**src/rtl/cvm_dispense_ctrl.sv**
```systemverilog
`default_nettype none
// ============================================================================
// Module   : cvm_dispense_ctrl
// Purpose  : Dispense stage behind the coin-vending FSM. Queues del/rn/rd
//            strobes as pending counts and serialises them into timed
//            product-motor and nickel/dime ejector pulses. Tracks product,
//            nickel and dime stock, and flags sold-out, exact-change-only
//            and mechanical faults.
// Ports    : clk, rst (async, active-high)
//            del, rn, rd        request strobes, one request per high cycle
//            vend_done          chute sensor, product has dropped
//            refill, refill_*   one-cycle load of the three stock counters
//            fault_clr          clears fault, leaves S_FAULT
//            motor, eject_n, eject_d   actuator drives
//            busy, fault, sold_out, exact_change   status
//            prod_cnt, nick_cnt, dime_cnt          stock counts
// Revision : 1.0 - initial release
// ============================================================================
module cvm_dispense_ctrl #(
  parameter int MOTOR_CYC = 8,
  parameter int EJECT_CYC = 4,
  parameter int TIMEOUT   = 64,
  parameter int STOCK_W   = 8,
  parameter int PEND_W    = 3
) (
  input  logic               clk,
  input  logic               rst,
  input  logic               del,
  input  logic               rn,
  input  logic               rd,
  input  logic               vend_done,
  input  logic               refill,
  input  logic [STOCK_W-1:0] refill_prod,
  input  logic [STOCK_W-1:0] refill_nick,
  input  logic [STOCK_W-1:0] refill_dime,
  input  logic               fault_clr,
  output logic               motor,
  output logic               eject_n,
  output logic               eject_d,
  output logic               busy,
  output logic               fault,
  output logic               sold_out,
  output logic               exact_change,
  output logic [STOCK_W-1:0] prod_cnt,
  output logic [STOCK_W-1:0] nick_cnt,
  output logic [STOCK_W-1:0] dime_cnt
);

  // Index of each request channel in the pending/stock arrays.
  localparam int C_PROD = 0;
  localparam int C_NICK = 1;
  localparam int C_DIME = 2;

  // The shared phase timer must reach the longest of the three durations.
  localparam int C_TMAX =
    (TIMEOUT > MOTOR_CYC) ? ((TIMEOUT > EJECT_CYC) ? TIMEOUT : EJECT_CYC)
                          : ((MOTOR_CYC > EJECT_CYC) ? MOTOR_CYC : EJECT_CYC);
  localparam int C_TMR_W = $clog2(C_TMAX + 1);

  localparam logic [C_TMR_W-1:0] c_motor_last = C_TMR_W'(MOTOR_CYC - 1);
  localparam logic [C_TMR_W-1:0] c_eject_last = C_TMR_W'(EJECT_CYC - 1);
  localparam logic [C_TMR_W-1:0] c_wait_last  = C_TMR_W'(TIMEOUT - 1);
  localparam logic [C_TMR_W-1:0] c_tmr_one    = C_TMR_W'(1);
  localparam logic [PEND_W-1:0]  c_pend_max   = '1;
  localparam logic [PEND_W-1:0]  c_pend_one   = PEND_W'(1);
  localparam logic [STOCK_W-1:0] c_stock_one  = STOCK_W'(1);

  typedef enum logic [2:0] {
    S_IDLE  = 3'd0,
    S_MOTOR = 3'd1,
    S_WAIT  = 3'd2,
    S_EJD   = 3'd3,
    S_EJN   = 3'd4,
    S_GAP   = 3'd5,
    S_FAULT = 3'd6
  } state_t;

  state_t               r_state;
  state_t               w_state_nxt;
  logic [C_TMR_W-1:0]   r_tmr;
  logic [PEND_W-1:0]    r_pend      [3];
  logic [PEND_W-1:0]    w_pend_nxt  [3];
  logic [STOCK_W-1:0]   r_stock     [3];
  logic [STOCK_W-1:0]   w_refill_val[3];
  logic [2:0]           w_req;
  logic [2:0]           w_deq;
  logic [2:0]           w_dec;
  logic [2:0]           w_sat;
  logic                 w_fsm_fault;
  logic                 r_fault;

  assign w_req           = {rd, rn, del};
  assign w_refill_val[0] = refill_prod;
  assign w_refill_val[1] = refill_nick;
  assign w_refill_val[2] = refill_dime;

  // --------------------------------------------------------------------------
  // Pending request counters: pend <= pend + in - deq. An increment that
  // would overflow is dropped and raises fault; with a same-cycle dequeue the
  // net change is zero, so that case is never an overflow.
  // --------------------------------------------------------------------------
  always_comb begin
    w_sat = '0;
    for (int i = 0; i < 3; i++) begin
      w_pend_nxt[i] = r_pend[i];
      if (w_req[i] && !w_deq[i]) begin
        if (r_pend[i] == c_pend_max) begin
          w_sat[i] = 1'b1;
        end else begin
          w_pend_nxt[i] = r_pend[i] + c_pend_one;
        end
      end else if (!w_req[i] && w_deq[i]) begin
        w_pend_nxt[i] = r_pend[i] - c_pend_one;
      end
    end
  end

  always_ff @(posedge clk or posedge rst) begin
    if (rst) begin
      for (int i = 0; i < 3; i++) begin
        r_pend[i] <= '0;
      end
    end else begin
      for (int i = 0; i < 3; i++) begin
        r_pend[i] <= w_pend_nxt[i];
      end
    end
  end

  // --------------------------------------------------------------------------
  // Stock counters. Refill wins over a same-cycle vend decrement. The FSM
  // only decrements a nonzero count, so these cannot wrap below zero.
  // --------------------------------------------------------------------------
  always_ff @(posedge clk or posedge rst) begin
    if (rst) begin
      for (int i = 0; i < 3; i++) begin
        r_stock[i] <= '0;
      end
    end else begin
      for (int i = 0; i < 3; i++) begin
        if (refill) begin
          r_stock[i] <= w_refill_val[i];
        end else if (w_dec[i]) begin
          r_stock[i] <= r_stock[i] - c_stock_one;
        end
      end
    end
  end

  // --------------------------------------------------------------------------
  // Sticky fault. A new fault event in the same cycle as fault_clr wins so
  // that event is not lost.
  // --------------------------------------------------------------------------
  always_ff @(posedge clk or posedge rst) begin
    if (rst) begin
      r_fault <= 1'b0;
    end else if (w_fsm_fault || (|w_sat)) begin
      r_fault <= 1'b1;
    end else if (fault_clr) begin
      r_fault <= 1'b0;
    end
  end

  // --------------------------------------------------------------------------
  // FSM state register and phase timer. The timer restarts on every state
  // change, so in each timed state it holds the cycle index within the state.
  // --------------------------------------------------------------------------
  always_ff @(posedge clk or posedge rst) begin
    if (rst) begin
      r_state <= S_IDLE;
      r_tmr   <= '0;
    end else begin
      r_state <= w_state_nxt;
      if (w_state_nxt != r_state) begin
        r_tmr <= '0;
      end else begin
        r_tmr <= r_tmr + c_tmr_one;
      end
    end
  end

  // --------------------------------------------------------------------------
  // FSM next-state and drive decode. Drives are decoded from the state
  // register, so an asynchronous reset drops them at once.
  // --------------------------------------------------------------------------
  always_comb begin
    w_state_nxt = r_state;
    w_deq       = '0;
    w_dec       = '0;
    w_fsm_fault = 1'b0;
    motor       = 1'b0;
    eject_n     = 1'b0;
    eject_d     = 1'b0;
    case (r_state)
      S_IDLE: begin
        // Priority product > dime > nickel. An empty stock still consumes
        // the request but only raises fault and takes the gap cycle.
        if (r_pend[C_PROD] != '0) begin
          w_deq[C_PROD] = 1'b1;
          if (r_stock[C_PROD] == '0) begin
            w_fsm_fault = 1'b1;
            w_state_nxt = S_GAP;
          end else begin
            w_dec[C_PROD] = 1'b1;
            w_state_nxt   = S_MOTOR;
          end
        end else if (r_pend[C_DIME] != '0) begin
          w_deq[C_DIME] = 1'b1;
          if (r_stock[C_DIME] == '0) begin
            w_fsm_fault = 1'b1;
            w_state_nxt = S_GAP;
          end else begin
            w_dec[C_DIME] = 1'b1;
            w_state_nxt   = S_EJD;
          end
        end else if (r_pend[C_NICK] != '0) begin
          w_deq[C_NICK] = 1'b1;
          if (r_stock[C_NICK] == '0) begin
            w_fsm_fault = 1'b1;
            w_state_nxt = S_GAP;
          end else begin
            w_dec[C_NICK] = 1'b1;
            w_state_nxt   = S_EJN;
          end
        end
      end
      S_MOTOR: begin
        motor = 1'b1;
        if (r_tmr == c_motor_last) begin
          w_state_nxt = S_WAIT;
        end
      end
      S_WAIT: begin
        if (vend_done) begin
          w_state_nxt = S_GAP;
        end else if (r_tmr == c_wait_last) begin
          w_fsm_fault = 1'b1;
          w_state_nxt = S_FAULT;
        end
      end
      S_EJD: begin
        eject_d = 1'b1;
        if (r_tmr == c_eject_last) begin
          w_state_nxt = S_GAP;
        end
      end
      S_EJN: begin
        eject_n = 1'b1;
        if (r_tmr == c_eject_last) begin
          w_state_nxt = S_GAP;
        end
      end
      S_GAP: begin
        w_state_nxt = S_IDLE;
      end
      S_FAULT: begin
        if (fault_clr) begin
          w_state_nxt = S_IDLE;
        end
      end
      default: begin
        w_state_nxt = S_IDLE;
      end
    endcase
  end

  // --------------------------------------------------------------------------
  // Status outputs
  // --------------------------------------------------------------------------
  assign fault        = r_fault;
  assign busy         = (r_state != S_IDLE) || (r_pend[C_PROD] != '0) ||
                        (r_pend[C_NICK] != '0) || (r_pend[C_DIME] != '0);
  assign prod_cnt     = r_stock[C_PROD];
  assign nick_cnt     = r_stock[C_NICK];
  assign dime_cnt     = r_stock[C_DIME];
  assign sold_out     = (r_stock[C_PROD] == '0);
  assign exact_change = (r_stock[C_NICK] == '0) || (r_stock[C_DIME] == '0);

endmodule
`default_nettype wire
```
**config.mk**
```make
export PLATFORM = sky130hd
export DESIGN_NAME = cvm_dispense_ctrl
export DESIGN_NICKNAME = d
export VERILOG_FILES = /design/src/rtl/cvm_dispense_ctrl.sv
export SDC_FILE = /design/constraint.sdc
export NUM_CORES = 1
export LEC_CHECK = 0
export BUFFER_PORTS_ARGS = -buffer_cell sky130_fd_sc_hd__buf_2
export CORE_MARGIN = 4
export CORE_UTILIZATION = 30
export CTS_CLUSTER_SIZE = 24
export DETAILED_ROUTE_END_ITERATION = 12
export SKIP_CTS_REPAIR_TIMING = 1
export SLEW_MARGIN = 10
export SYNTH_ARGS = -nofsm -noshare
export SYNTH_HDL_FRONTEND = slang
export SYNTH_SLANG_ARGS = --single-unit
export TNS_END_PERCENT = 10
```
**constraint.sdc**
```tcl
create_clock -name clk -period 2.95 [get_ports clk]
set_input_delay 0.4425 -clock clk [delete_from_list [all_inputs] [get_ports clk]]
set_output_delay 0.4425 -clock clk [all_outputs]
set_load 0.01 [all_outputs]
```
==> summary.txt <==
Run status
  • Status: finished clean

Synth
  • Mapped Avg Cell Area: 8.695 um2
  • Netlist cell types: 50
  • Synth area leader: dfrtp_1
  • Synth Area in Adders: 5.449%
  • Sequential area share after synthesis: 37.46%
  • FFs w/ async S/R, synth: 100.0%
  • XOR/XNOR share of the synthesized area: 7.748%
  • Post-synth top flop: dfrtp_1
  • Main combinational cell family by area after synthesis: simple AND/OR/NAND/NOR gates
  • Mapped Area: 2939 um2
  • EDFF count, synth: 0
  • Post-Syn Instances: 338
  • Commonest cells in the netlist: dfrtp_1, nand2_1, o21ai_0, nor2_1
  • Post-synthesis compound-gate area fraction: 16.90%
  • Simple-gate area share of the yosys netlist: 24.35%
  • #FFs+latches synth: 44
  • Top-area cell type share of the netlist area: 37.46%
  • Post-synth net total: 381
  • Yosys warning count: 0
  • Most common cell in the synthesized netlist: dfrtp_1
  • Post-synthesis mux area share: 3.619%
  • Top post-synthesis cells by area: dfrtp_1, nand2_1, xor2_1

Routing
  • Final ANT Viol Nets: 0
  • Drt via density: 5.100
  • DRC violations left: 0
  • Via Count: 2,662
  • DR pass1 iterations: 4
  • Routed len/inst: 13.78 um
  • Drt total wl: 7.192 mm
  • Initial DRC count: 169

Critical path
  • Worst-path cell chain: or3_1, o21ai_0, fa_1, a21o_1, a32oi_1, o211ai_1
  • Crit path kind: flop to flop
  • Critical R2R Launch: r_state[1]
  • Crit Reg-Reg Endpoint: r_pend[7]
  • CP max stage cell: or3_1
  • R2r setup slk: 0.51 ns
  • Setup crit start kind: flop
  • Max incr delay on CP: 0.61 ns
  • CP Data Required Time: 3.12 ns
  • Crit. End Element: flop
  • CP arrival: 2.61 ns
  • Worst Path Max Fanout: 12
  • R2R cell count: 6

Die
  • Die W: 107.0 um
  • Die area: 11,440 um2
  • Core area: 9371 um2
  • Initial core utilization: 31.36%
  • Die outline height: 107.0 um
  • # IOs: 63
  • Row count: 35

Clocking
  • Root buf cell: clkbuf_8
  • Worst skew pair latency: 0.29 ns
  • Max Buffers Root-to-Sink: 2
  • H-tree Lvls: 2
  • Clock sinks: 44
  • CTS tree: done
  • Worst-path clk slew: 0.08 ns
  • CTS buffer count: 5

Finish
  • Total Nets Final: 437
  • Layout area overhead: 18.56%
  • Final Non-Filler Cells: 522
  • Post-layout util: 37.18%
  • Antenna diodes: 0
  • Share of layout cells above drive strength 1: 22.65%
  • Fillers: 986

STA
  • Worst-Margin Slew: 0.9695 ns
  • Hold WS: 0.2408 ns
  • Endpoints failing setup: 0
  • Max-slew headroom: 34.97%
  • Max Clock Freq: 410.1 MHz
  • Final WS setup: 0.5117 ns
  • Slew Limit Fails: 0
  • Tmin final: 2.438 ns
  • Fin crit share: 82.66%
  • RSZ-0062 raised after global routing: no
  • Final hold viol count: 0
  • Setup TNS: 0 ns
  • Skew final: 0.005860 ns

Power and ir drop
  • Maximum vdd drop: 0.2310 mV
  • Pwr/cell area: 715.8 nW/um2
  • Leakage: 1.508 nW

Global route
  • Overall Global Routing Usage: 12.79%
  • Number of global-route vias before repair: 2,539
  • First-pass GRT wire length: 12.11 mm
  • Initial antenna violation count: 0
  • Congestion Overflow GR: 0
  • Largest net degree at the start of global routing: 45

Run
  • Max Cap Viol: 0

Placed design
  • Dpl hpwl: 5.464 mm
  • Placed insts: 516
  • Final Wtd Congestion: 0.7776
  • DP Worst Slack: 0.5519 ns
  • Port Buffers: 62

Hold path
  • Hold crit path type: input pin to async pin
## layout make-up
cell class                      count  area (um2)  area share, %
Clock inverter                      1       30.03         0.8618
Clock buffer                        5       68.82          1.975
Multi-Input combinational cell    262        1712          49.12
Timing Repair Buffer               70       370.4          10.63
Tap cell                          129       161.4          4.632
Sequential cell                    44        1101          31.60
Inverter                           11       41.29          1.185
## kinds of logic after synthesis
group | Yosys count
AO/OA/AOI/OAI | 76
adder cells (fa/ha/maj) | 11
buffers and inverters | 32
XOR/XNOR | 26
multiplexers | 10
AND/OR/NAND/NOR | 139
flip-flops | 44
## where the power goes
part | internal, mW | switching (mW)
clock network | 0.243 | 0.201
registers | 0.756 | 0.277
logic | 0.471 | 0.546
total | 1.47 | 1.02
## routing by layer
layer | up-vias | global-route usage, % | part of all wire (%)
li1 | 1341 | - | -
met1 | 1275 | 17.14 | 46
met2 | 42 | 21.00 | 51
met3 | 4 | 2.890 | 2.9
met4 | 0 | 3.014 | 0.93
met5 | - | 0 | 0
## critical path: cells and delay by family (launching register included)
family                     cells  cell delay (ns)
AOI/OAI and AO/OA              4             0.71
adders and majority gates      1             0.49
DFF                            1             0.50
and+or+nand+nor                1             0.61
## cells in the final DEF, fill, tap and decap left out, types with 7 or more instances in the layout
| cell | count |
|---|---|
| ha_1 | 8 |
| o21ai_0 | 28 |
| buf_4 | 8 |
| nand3_1 | 17 |
| nor2_1 | 19 |
| inv_1 | 10 |
| a21oi_1 | 8 |
| nand2_1 | 40 |
| dfrtp_1 | 44 |
| buf_2 | 62 |
| xnor2_1 | 9 |
| nor4_1 | 7 |
| nor3_1 | 13 |
| nand4_1 | 16 |
| xor2_1 | 17 |
| a211oi_1 | 9 |
## sequential cells by signal, indices dropped and copies added (netlist names)
signal / count
dime_cnt: 8
fault: 1
nick_cnt: 8
prod_cnt: 8
r_pend: 9
r_state: 3
r_tmr: 7
## through the flow
stage,instance area [um2],total power [mW]
2_1_floorplan,2939,1.788
3_3_place_gp,3386,2.034
3_5_place_dp,3386,2.068
4_1_cts,3485,2.525
5_1_grt,3485,2.722
6_report,3485,2.494
## how the worst max path moves through the flow
stage / startpoint / endpoint / slack (ns) / depth (start not counted)
3_5_place_dp: r_state[1] / r_pend[7] / 0.55 / 6
6_report: r_state[1] / r_pend[7] / 0.51 / 6
2_1_floorplan: r_pend[1] / r_pend[1] / 0.72 / 8
3_3_place_gp: r_state[1] / r_pend[7] / 0.60 / 6
4_1_cts: r_state[1] / r_pend[7] / 0.53 / 6
5_1_grt: nick_cnt[2] / exact_change / 0.31 / 4
(Power assumes the default switching activity.)
